File: config.mk
export PLATFORM = sky130hd
export DESIGN_NAME = switch_debouncer
export DESIGN_NICKNAME = d
export VERILOG_FILES = /design/src/rtl/debounce_pkg.sv /design/src/rtl/debounce_channel.sv /design/src/rtl/switch_debouncer.sv
export SDC_FILE = /design/constraint.sdc
export NUM_CORES = 1
export LEC_CHECK = 0
export CORE_ASPECT_RATIO = 0.8
export CORE_MARGIN = 4
export CORE_UTILIZATION = 45
export CTS_CLUSTER_DIAMETER = 30
export CTS_CLUSTER_SIZE = 12
export DETAILED_ROUTE_END_ITERATION = 16
export HOLD_SLACK_MARGIN = 0.1
export PLACE_DENSITY = 0.65
export SLEW_MARGIN = 30
export SYNTH_ARGS = -nofsm -noshare
export SYNTH_HDL_FRONTEND = slang
export SYNTH_HIERARCHICAL = 1
export SYNTH_SLANG_ARGS = --single-unit
File: constraint.sdc
create_clock -name clk -period 1.8 [get_ports clk]
set_clock_uncertainty 0.05 [all_clocks]
set_input_delay 0.36 -clock clk [delete_from_list [all_inputs] [get_ports clk]]
set_output_delay 0.36 -clock clk [all_outputs]
set_load 0.02 [all_outputs]
File: src/rtl/debounce_pkg.sv
// Shared state encodings and counter sizing for the switch debouncer.
package debounce_pkg;

  typedef enum logic [1:0] {
    ST_LO  = 2'b00,
    CHK_HI = 2'b01,
    ST_HI  = 2'b11,
    CHK_LO = 2'b10
  } state_t;

  // Counter must hold values 0..DEBOUNCE_CYCLES.
  function automatic int cnt_width(input int debounce_cycles);
    return $clog2(debounce_cycles + 1);
  endfunction

endpackage

File: src/rtl/debounce_channel.sv
// One debounced channel: 2-FF synchronizer, qualification FSM/counter, and
// registered level plus rise/fall pulses.
module debounce_channel
  import debounce_pkg::*;
#(
  parameter int DEBOUNCE_CYCLES = 4
) (
  input  logic clk,
  input  logic rst,
  input  logic raw,
  output logic q,
  output logic rise,
  output logic fall
);

  localparam int CW = cnt_width(DEBOUNCE_CYCLES);
  localparam logic [CW-1:0] CNT_LAST = CW'(DEBOUNCE_CYCLES - 1);

  logic s1;
  logic s;
  state_t state;
  state_t state_n;
  logic [CW-1:0] cnt;
  logic [CW-1:0] cnt_n;
  logic q_n;
  logic rise_n;
  logic fall_n;

  always_ff @(posedge clk or posedge rst) begin
    if (rst) begin
      s1 <= 1'b0;
      s  <= 1'b0;
    end else begin
      s1 <= raw;
      s  <= s1;
    end
  end

  always_ff @(posedge clk or posedge rst) begin
    if (rst) begin
      state <= ST_LO;
      cnt   <= '0;
      q     <= 1'b0;
      rise  <= 1'b0;
      fall  <= 1'b0;
    end else begin
      state <= state_n;
      cnt   <= cnt_n;
      q     <= q_n;
      rise  <= rise_n;
      fall  <= fall_n;
    end
  end

  // A pending check restarts from a count of 1: the sample that leaves the
  // stable state is already the first qualifying one.
  always_comb begin
    state_n = state;
    cnt_n   = cnt;
    q_n     = q;
    rise_n  = 1'b0;
    fall_n  = 1'b0;
    case (state)
      ST_LO: begin
        if (s) begin
          state_n = CHK_HI;
          cnt_n   = CW'(1);
        end
      end
      CHK_HI: begin
        if (!s) begin
          state_n = ST_LO;
          cnt_n   = '0;
        end else if (cnt == CNT_LAST) begin
          state_n = ST_HI;
          cnt_n   = '0;
          q_n     = 1'b1;
          rise_n  = 1'b1;
        end else begin
          cnt_n = cnt + CW'(1);
        end
      end
      ST_HI: begin
        if (!s) begin
          state_n = CHK_LO;
          cnt_n   = CW'(1);
        end
      end
      CHK_LO: begin
        if (s) begin
          state_n = ST_HI;
          cnt_n   = '0;
        end else if (cnt == CNT_LAST) begin
          state_n = ST_LO;
          cnt_n   = '0;
          q_n     = 1'b0;
          fall_n  = 1'b1;
        end else begin
          cnt_n = cnt + CW'(1);
        end
      end
      default: begin
        state_n = ST_LO;
        cnt_n   = '0;
        q_n     = 1'b0;
      end
    endcase
  end

  a_cnt_max: assert property (@(posedge clk) disable iff (rst) cnt <= CNT_LAST);

endmodule

File: src/rtl/switch_debouncer.sv
// WIDTH independent debounced switch channels with level and edge outputs.
module switch_debouncer
  import debounce_pkg::*;
#(
  parameter int WIDTH           = 2,
  parameter int DEBOUNCE_CYCLES = 4
) (
  input  logic             clk,
  input  logic             rst,
  input  logic [WIDTH-1:0] raw,
  output logic [WIDTH-1:0] q,
  output logic [WIDTH-1:0] rise,
  output logic [WIDTH-1:0] fall
);

  for (genvar i = 0; i < WIDTH; i++) begin : g_ch
    debounce_channel #(
      .DEBOUNCE_CYCLES(DEBOUNCE_CYCLES)
    ) u_ch (
      .clk (clk),
      .rst (rst),
      .raw (raw[i]),
      .q   (q[i]),
      .rise(rise[i]),
      .fall(fall[i])
    );
  end

endmodule

## Word-level counts from Yosys, hierarchy flattened

Cells that the tools add are included.

| cells by class | value |
|---|---|
| $add $sub $neg | 2 |
| equal/unequal tests | 24 |
| muxes and demuxes | 46 |
| reductions and logical operators | 10 |

Operator list:

| operator | number |
|---|---|
| $mux W3 | 10 |
| $mux W2 | 12 |
| $pmux W3 S4 | 2 |
| $mux W1 | 18 |
| $ne A2 B1 Y1 const B | 8 |
| $pmux W2 S4 | 2 |
| $reduce_and A5 Y1 | 2 |
| $eq A2 B2 Y1 const B | 4 |
| $ne A2 B2 Y1 const B | 4 |
| $reduce_and A4 Y1 | 2 |
| $add A3 B1 Y3 const B | 2 |
| $eq A3 B2 Y1 const B | 2 |
| $ne A3 B1 Y1 const B | 2 |
| $ne A3 B3 Y1 const B | 2 |
| $eq A2 B1 Y1 const B | 2 |
| $logic_not A2 Y1 | 2 |
| $pmux W1 S2 | 2 |
| $reduce_and A2 Y1 | 2 |
| $reduce_bool A2 Y1 | 2 |

| storage, ports and cells | value |
|---|---|
| flip-flop bits (word level) | 20 |
| input port bits | 4 |
| output and inout port bits | 6 |

## Longest topological paths before layout

| logic depth | value |
|---|---|
| word-level depth | 4 |
| depth in mapped cells | 5 |

## Cells and area by module

The synthesis kept the hierarchy.

Modules (own cells, without submodules):

| module | times used | cells an instance | area each (µm²) |
|---|---|---|---|
| debounce_channel | 2 | 45 | 531.8 |

## Worst setup path after synthesis

Ideal clock, no wire load.

| path | value |
|---|---|
| path type | flip-flop to flip-flop |
| start | reg g_ch[0].u_ch.state[0] |
| end | reg g_ch[0].u_ch.state[1] |
| setup time | 0.125 ns |
| arrival time | 1.261 ns |
| data required time | 1.625 ns |
| setup slack | 0.364 ns |
| stages on the path, launching flop included | 6 |
| buffers on the path | 0 |
| period minus slack after synthesis | 1.436 ns |
| cell sequence | dfrtp_1 > inv_1 > ha_1 > mux2i_2 > o21ai_2 > mux2_4 |

| between the ends | value |
|---|---|
| word-level cells in the longest chain between the ends | 3 |
| elaborated cells on any way between the ends | 10 |
| those cells by class | 7 x eq/ne; 1 x mux; 2 x reduce/logical |

RTL lines:

| item | RTL line | RTL |
|---|---|---|
| start: declaration | debounce_channel.sv:21 | `state_t state;` |
| start signal: assignment | debounce_channel.sv:47 | `state <= state_n;` |
| $eq A2 B2 Y1 (tied with other cells) | debounce_channel.sv:63 | `case (state)` |
| $ne A3 B1 Y1 (no source line) (tied with other cells) | -- |  |
| $reduce_and A4 Y1 (no source line) | -- |  |

Parallel ways exist; a longest one is shown, timed or not.
A chain may end at the register's enable or synchronous reset.

## Final worst setup path

| path | value |
|---|---|
| start | reg g_ch[1].u_ch.q |
| end | out q[1] |

RTL lines:

| item | RTL line | RTL |
|---|---|---|
| start: declaration | debounce_channel.sv:11 | `output logic q,` |
| start signal: assignment | debounce_channel.sv:49 | `q <= q_n;` |
| end: declaration | switch_debouncer.sv:11 | `output logic [WIDTH-1:0] q,` |

No word-level cell between the ends.

==> results.py <==
metrics = {
    "status": {
        "outcome": "finished clean",
    },
    "detailed_routing": {
        "highest_layer": "met4",
        "drtIter0Drc": 11,
        "wl_per_cell_um": 13.2,
        "via_count": 668,
        "drt-pass1-iter-count": 4,
        "routed_wl_um": 1660,
        "routed-wl-met3_um": 74,
        "route.detailed.drc": 0,
        "via_per_inst": 5.30,
        "wl_met2_um": 710,
        "met1Wirelength_um": 855,
        "antenna_left": 0,
    },
    "pwr": {
        "p_per_area_mw_per_mm2": 1580,
        "peakVddDrop_mv": 0.863,
        "total_leakage_power_nw": 0.549,
    },
    "yosys": {
        "synth_area_leaders": "dfrtp_1 (47%), ha_1 (14%), mux2i_4 (4.2%), inv_1 (3.5%), mux2_4 (2.8%)",
        "synth_cell_type_count": 26,
        "synthCells": 90,
        "synth_common_cells": "dfrtp_1 (20), ha_1 (12), inv_1 (10)",
        "synth-simple-area-share_pct": 10.1,
        "synth_compound_area_share_pct": 11.5,
        "ys_ff_latch": 20,
        "syn_avg_cell_area_um2": 11.8,
        "synth_xor_area_share_pct": 0,
        "synthAdderAreaFrac_pct": 14.1,
        "synth_top_area_cell": "dfrtp_1",
        "yosys.cell_count.top_type": "dfrtp_1",
        "synth.area.mux_share_pct": 11.5,
        "async_reset_ff_share_pct": 100,
        "synth_top_family_by_area": "adder cells",
        "syn_nets": 106,
        "yosys_most_used_dff": "dfrtp_1",
        "synth_top_area_share_pct": 47.1,
        "synth_edf_count": 0,
        "seq_area_frac_synth_pct": 47.1,
        "synth_area_mm2": 0.00106,
        "yosysWarnings": 6,
    },
    "setup_path": {
        "critical_path.cell_chain": "clkdlybuf4s50_1",
        "crit_path_top_delay_cell": "clkdlybuf4s50_1",
        "cp-start-kind": "flop",
        "cp-end-kind": "output port",
        "crit_arrival_ns": 1.28,
        "r2r_cells": 5,
        "timing.rr.start": "g_ch[0].u_ch/state[1]",
        "rrSetupSlack_ns": 0.20,
        "crit_path_max_fanout": 2,
        "slowest_delay_ns": 0.61,
        "worst_r2r_endpoint": "g_ch[0].u_ch/state[1]",
        "cp_num_buf_inv": 1,
        "crit_start": "g_ch[1].u_ch/q",
        "crit_family": "buffers and inverters",
        "crit_end": "q[1]",
        "cp.depth": 1,
        "worst_ep_required_time_ns": 1.39,
        "setup.worst_path.class": "reg -> out",
    },
    "floorplan": {
        "die_w_um": 62.4,
        "io-pin-count": 10,
        "die_y_um": 51.5,
        "initial_utilization_pct": 48.4,
        "dieArea_mm2": 0.00321,
        "fp.coreArea_mm2": 0.00220,
        "row_count": 15,
    },
    "clocking": {
        "clkSinkCount": 20,
        "holdBufCountCts": 0,
        "ctsLongestPathBuffers": 2,
        "numCtsBuffers": 3,
        "ctsResizeCount": 0,
        "htreeDepth": 1,
        "clk_pin_slew_ns": 0.11,
        "cts_tree": "built",
        "post_cts_buffers": 0,
        "clk_latency_ns": 0.30,
        "ctsRootBufferMaster": "clkbuf_4",
    },
    "global_routing": {
        "antenna_found_initial": 0,
        "grt_pass1_vias": 617,
        "grt_pass1_wl_um": 2850,
        "grtUsageTotal_pct": 11.4,
        "grt_remaining_overflow": 0,
        "grt_max_degree": 12,
    },
    "placement": {
        "io_buffers": 9,
        "place.gp.congestion": 0.803,
        "dp_hpwl_um": 1290,
    },
    "sta": {
        "period_share_pct": 93.9,
        "hold_violations": 0,
        "rsz0062_at_grt": "false",
        "slew_viol_final": 0,
        "setup_tns_ns": 0,
        "fin_hold_ws_ns": 0.302,
        "tightest_slew_ns": 0.390,
        "fmax_ghz": 0.591,
        "setup_viol": 0,
        "period_needed_ns": 1.69,
        "relSlewSlack_pct": 74.0,
    },
    "layout": {
        "diodes": 0,
        "drive_above_1_share_pct": 11.9,
        "syn_to_final_growth_pct": 12.7,
        "nNetsFinal": 118,
    },
    "flow_run": {
        "cap_violations": 0,
    },
    "hold_path": {
        "worst_hold_path_type": "in -> async",
    },
}
==> worst reg2reg max path: cells and delay by family, from the launching register on <==
kind	cells	cell delay, ns
AO/OA/AOI/OAI	1	0.12
adder cells (fa/ha/maj)	1	0.23
buffers and inverters	1	0.10
flip-flops	1	0.41
multiplexers	2	0.59
==> logic make-up (layout without fill, tap and decap cells) <==
kind of cell | after synthesis | count (layout)
AOI/OAI and AO/OA | 17 | 17
buffers and inverters | 12 | 23
muxes | 8 | 8
DFF | 20 | 20
adders and majority gates | 12 | 12
and+or+nand+nor | 21 | 21
==> worst min path at each step <==
stage	from	to	slack [ns]	cells past startpoint
floorplan	rst	g_ch[0].u_ch/cnt[0]	0.15	1
global placement	g_ch[0].u_ch/s1	g_ch[0].u_ch/s	0.28	0
detailed placement	g_ch[0].u_ch/s1	g_ch[0].u_ch/s	0.29	0
CTS	g_ch[0].u_ch/s1	g_ch[0].u_ch/s	0.31	0
global route	g_ch[0].u_ch/s1	g_ch[0].u_ch/s	0.32	0
finish	rst	g_ch[1].u_ch/state[1]	0.30	2
==> state kept, by name, summed over array words and instances (netlist names) <==
signal           count
g_ch.u_ch/q          2
g_ch.u_ch/s          2
g_ch.u_ch/state      4
g_ch.u_ch/cnt        6
g_ch.u_ch/rise       2
g_ch.u_ch/s1         2
g_ch.u_ch/fall       2
==> report_power, final <==
part / internal, mW / switching (mW)
Sequential: 0.570 / 0.0865
Clock: 0.123 / 0.131
Combinational: 0.462 / 0.518
==> stage by stage <==
stage | std cells | power, mW | setup WS [ns] | utilization [%] | instance area (µm²)
2_1_floorplan | 90 | 1.44 | 0.364 | - | 1060
3_3_place_gp | 122 | 1.62 | 0.244 | 52.9 | 1160
3_5_place_dp | 122 | 1.65 | 0.230 | 52.9 | 1160
4_1_cts | 126 | 1.91 | 0.0849 | 54.6 | 1200
5_1_grt | 126 | 2.07 | 0.0454 | 54.6 | 1200
6_report | 126 | 1.89 | 0.109 | 54.6 | 1200
==> final cells by class <==
cell class / instances / area, µm²
tap: 25 / 31.3
multi-input combinational: 58 / 503
sequential: 20 / 500
clock buffer: 4 / 36.3
fill: 189 / 997
timing repair buffer: 9 / 90.1
inverter: 10 / 37.5
==> layout by cell type, fill, tap and decap left out <==
cell	Yosys	final
nand3_1	2	2
o31ai_1	1	1
mux2_4	2	2
o41ai_1	1	1
dfrtp_1	20	20
clkbuf_4	0	3
and2_1	2	2
nor2_1	6	6
nor2b_1	2	2
o311ai_0	1	1
mux2i_1	2	2
a21oi_1	4	4
o21a_1	2	2
ha_1	12	12
nand2b_1	4	4
o311ai_1	1	1
nand2_1	2	2
nor3b_1	1	1
a2bb2oi_1	1	1
o21ai_2	2	2
clkbuf_8	0	1
mux2i_2	2	2
o21ai_0	2	2
o32ai_1	2	2
nor3_1	2	2
clkdlybuf4s50_1	0	9
mux2i_4	2	2
inv_1	10	10
==> layer usage <==
metal  track usage [%]  vias up
met3              3.96        2
met1              15.9      318
met5                 0        -
met4              2.12        0
li1                  -      337
met2              17.2       11
(Power assumes the default switching activity.)
==> RTL edit: new RTL, config.mk and constraints unchanged <==
Put a register stage on the output `fall`, without a reset. The value now appears one clock later. The other outputs are not delayed to match. Comments in the files are not updated.
--- a/src/rtl/switch_debouncer.sv
+++ b/src/rtl/switch_debouncer.sv
@@ -15,2 +15,4 @@
 
+  logic [WIDTH-1:0] fall_d;
+
   for (genvar i = 0; i < WIDTH; i++) begin : g_ch
@@ -24,4 +26,8 @@
       .rise(rise[i]),
-      .fall(fall[i])
+      .fall(fall_d[i])
     );
+  end
+
+  always_ff @(posedge clk) begin
+      fall <= fall_d;
   end
Formal check against the unedited RTL: same outputs for any inputs over 10 cycles, from zero or initial values and one cycle with rst high; that may be too few to reach the edited logic, so the function may still have changed.
==> RTL edit against the original RTL <==
Critical path depth did not move; wire length is 8.4% higher; cell count is 1.6% higher; critical endpoint unchanged; sequential cell count rose by 2; first-iteration DRC count grew to 2.5 times the old value; non-clock buffer count unchanged; register-to-register slack got worse by 0.05 ns; area after synthesis up 3.8%; largest cell class is now registers; cell area grew 2.5%; worst setup slack better by 0.0048 ns; power increased by 1.9%; sequential share of layout area rose by 2.2 points; count of clock-buffer cells in the layout unchanged.
==> RTL edit: results (changes against the original RTL) <==
run status=complete, no violations (unchanged); number of antenna diodes=0 (unchanged); post-layout net count=120 (was 118); placer's final routability congestion estimate=0.7348 (was 0.8029); most instantiated cells after synthesis=sky130_fd_sc_hd__dfrtp_1 (20), sky130_fd_sc_hd__ha_1 (12), sky130_fd_sc_hd__inv_1 (10) (unchanged); cell family with the largest share of critical-path delay=buffers and inverters (unchanged); highest fanout seen on the critical path=2 (unchanged); First-pass DRT Iterations=4 (unchanged); max incr delay on CP=0.61 ns (about the same); number of post-CTS setup repair buffers=0 (unchanged); number of gates resized after cts=0 (unchanged); first-pass GRT wire length=3139 um (was 2849 um); Clk Latency, worst-skew pair=0.30 ns (about the same); Yosys warning total=6 (unchanged); Netlist cell types=27 (was 26); Num CTS Buffers=3 (unchanged); starting DRC count in detailed routing=28 (was 11); input/output buffers=9 (unchanged); largest registers=g_ch.u_ch/cnt x6, g_ch.u_ch/state x4 (unchanged); Avg WL per Cell=14.03 um (was 13.15 um); number of levels the H-tree was split into=1 (unchanged); post-detailed-placement half-perimeter wirelength=1422 um (was 1294 um); leakage power=0.5589 nW (was 0.5488 nW); Syn Nets=108 (was 106); antenna violations before repair=0 (unchanged); Root Buffer Master=sky130_fd_sc_hd__clkbuf_4 (unchanged); dominant register cell in the synthesized netlist=sky130_fd_sc_hd__dfrtp_1 (unchanged); Synth async-reset ratio=90.91% (was 100.0%); measured slew at the worst slew-check pin=0.4197 ns (was 0.3897 ns); share of the yosys chip area belonging to registers=48.98% (was 47.06%); buffers from clock root to sink, at most=2 (unchanged); dominant cells by area after synthesis=sky130_fd_sc_hd__dfrtp_1 (45%), sky130_fd_sc_hd__ha_1 (14%), sky130_fd_sc_hd__mux2i_4 (4.1%) (was sky130_fd_sc_hd__dfrtp_1 (47%), sky130_fd_sc_hd__ha_1 (14%), sky130_fd_sc_hd__mux2i_4 (4.2%)); number of global-route vias before repair=670 (was 617); cell with the biggest individual delay on the critical path=sky130_fd_sc_hd__clkdlybuf4s50_1 (unchanged); maximum vdd drop=0.4856 mV (was 0.8633 mV); Total Routing Usage GR=12.56% (was 11.40%); type of the most critical hold path=in2async (unchanged); drt via density=5.242 (was 5.302); maximum number of pins on one net before global-route repair=13 (was 12); fraction of final layout cells sized beyond drive strength 1=10.68% (was 11.88%); R2R depth=5 (unchanged); post-CTS clock slew at the launch and capture registers of the worst setup and hold paths=0.11 ns (about the same)
[RTL edit: path summary, 6_finish.rpt]
path / endpoint / slack, ns / startpoint
setup reg to reg: g_ch[1].u_ch/q / 0.15 / g_ch[1].u_ch/state[0]
hold reg to reg: fall[0] / 0.31 / g_ch[0].u_ch/fall
min in group clk: fall[0] / 0.31 / g_ch[0].u_ch/fall
max in group asynchronous: g_ch[1].u_ch/q / 1.10 / rst
hold / removal: g_ch[0].u_ch/cnt[0] / 0.30 / rst
setup / recovery: q[1] / 0.11 / g_ch[1].u_ch/q
[RTL edit: metrics by stage]
stage | utilization, % | instances | cell area (um2) | setup WS [ns] | total power [mW]
6_report | 54.56 | 128 | 1229 | 0.1141 | 1.926
5_1_grt | 54.56 | 128 | 1229 | 0.03466 | 2.105
4_1_cts | 54.56 | 128 | 1229 | 0.09805 | 1.938
3_5_place_dp | 53.39 | 124 | 1202 | 0.2130 | 1.716
3_3_place_gp | 53.39 | 124 | 1202 | 0.2370 | 1.665
2_1_floorplan | - | 92 | 1104 | 0.3636 | 1.486
[RTL edit: power breakdown]
group | switching, mW | internal [mW]
Clock | 0.131 | 0.0862
Combinational | 0.537 | 0.463
Sequential | 0.0943 | 0.615
Total | 0.762 | 1.16
[RTL edit: logic make-up (layout without fill, tap and decap cells)]
family | Yosys count | after routing | share of synthesized area, %
compound gates | 17 | 17 | 11.11
fa+ha+maj | 12 | 12 | 13.61
buf+inv | 12 | 23 | 5.442
flops | 22 | 22 | 48.98
mux | 8 | 8 | 11.11
simple gates | 21 | 21 | 9.750
[RTL edit: layout make-up]
cell class / instances / area (um2)
Tap cell: 25 / 31.28
Inverter: 10 / 37.54
Clock buffer: 4 / 26.28
Multi-Input combinational cell: 58 / 503.0
Sequential cell: 22 / 540.5
Fill cell: 200 / 1023
Timing Repair Buffer: 9 / 90.09
[RTL edit: routing by layer]
layer | wire [um] | global-route usage (%)
met1 | 862 | 15.95
met2 | 821 | 20.80
met3 | 100 | 5.365
met4 | 11 | 1.075
met5 | 0 | 0
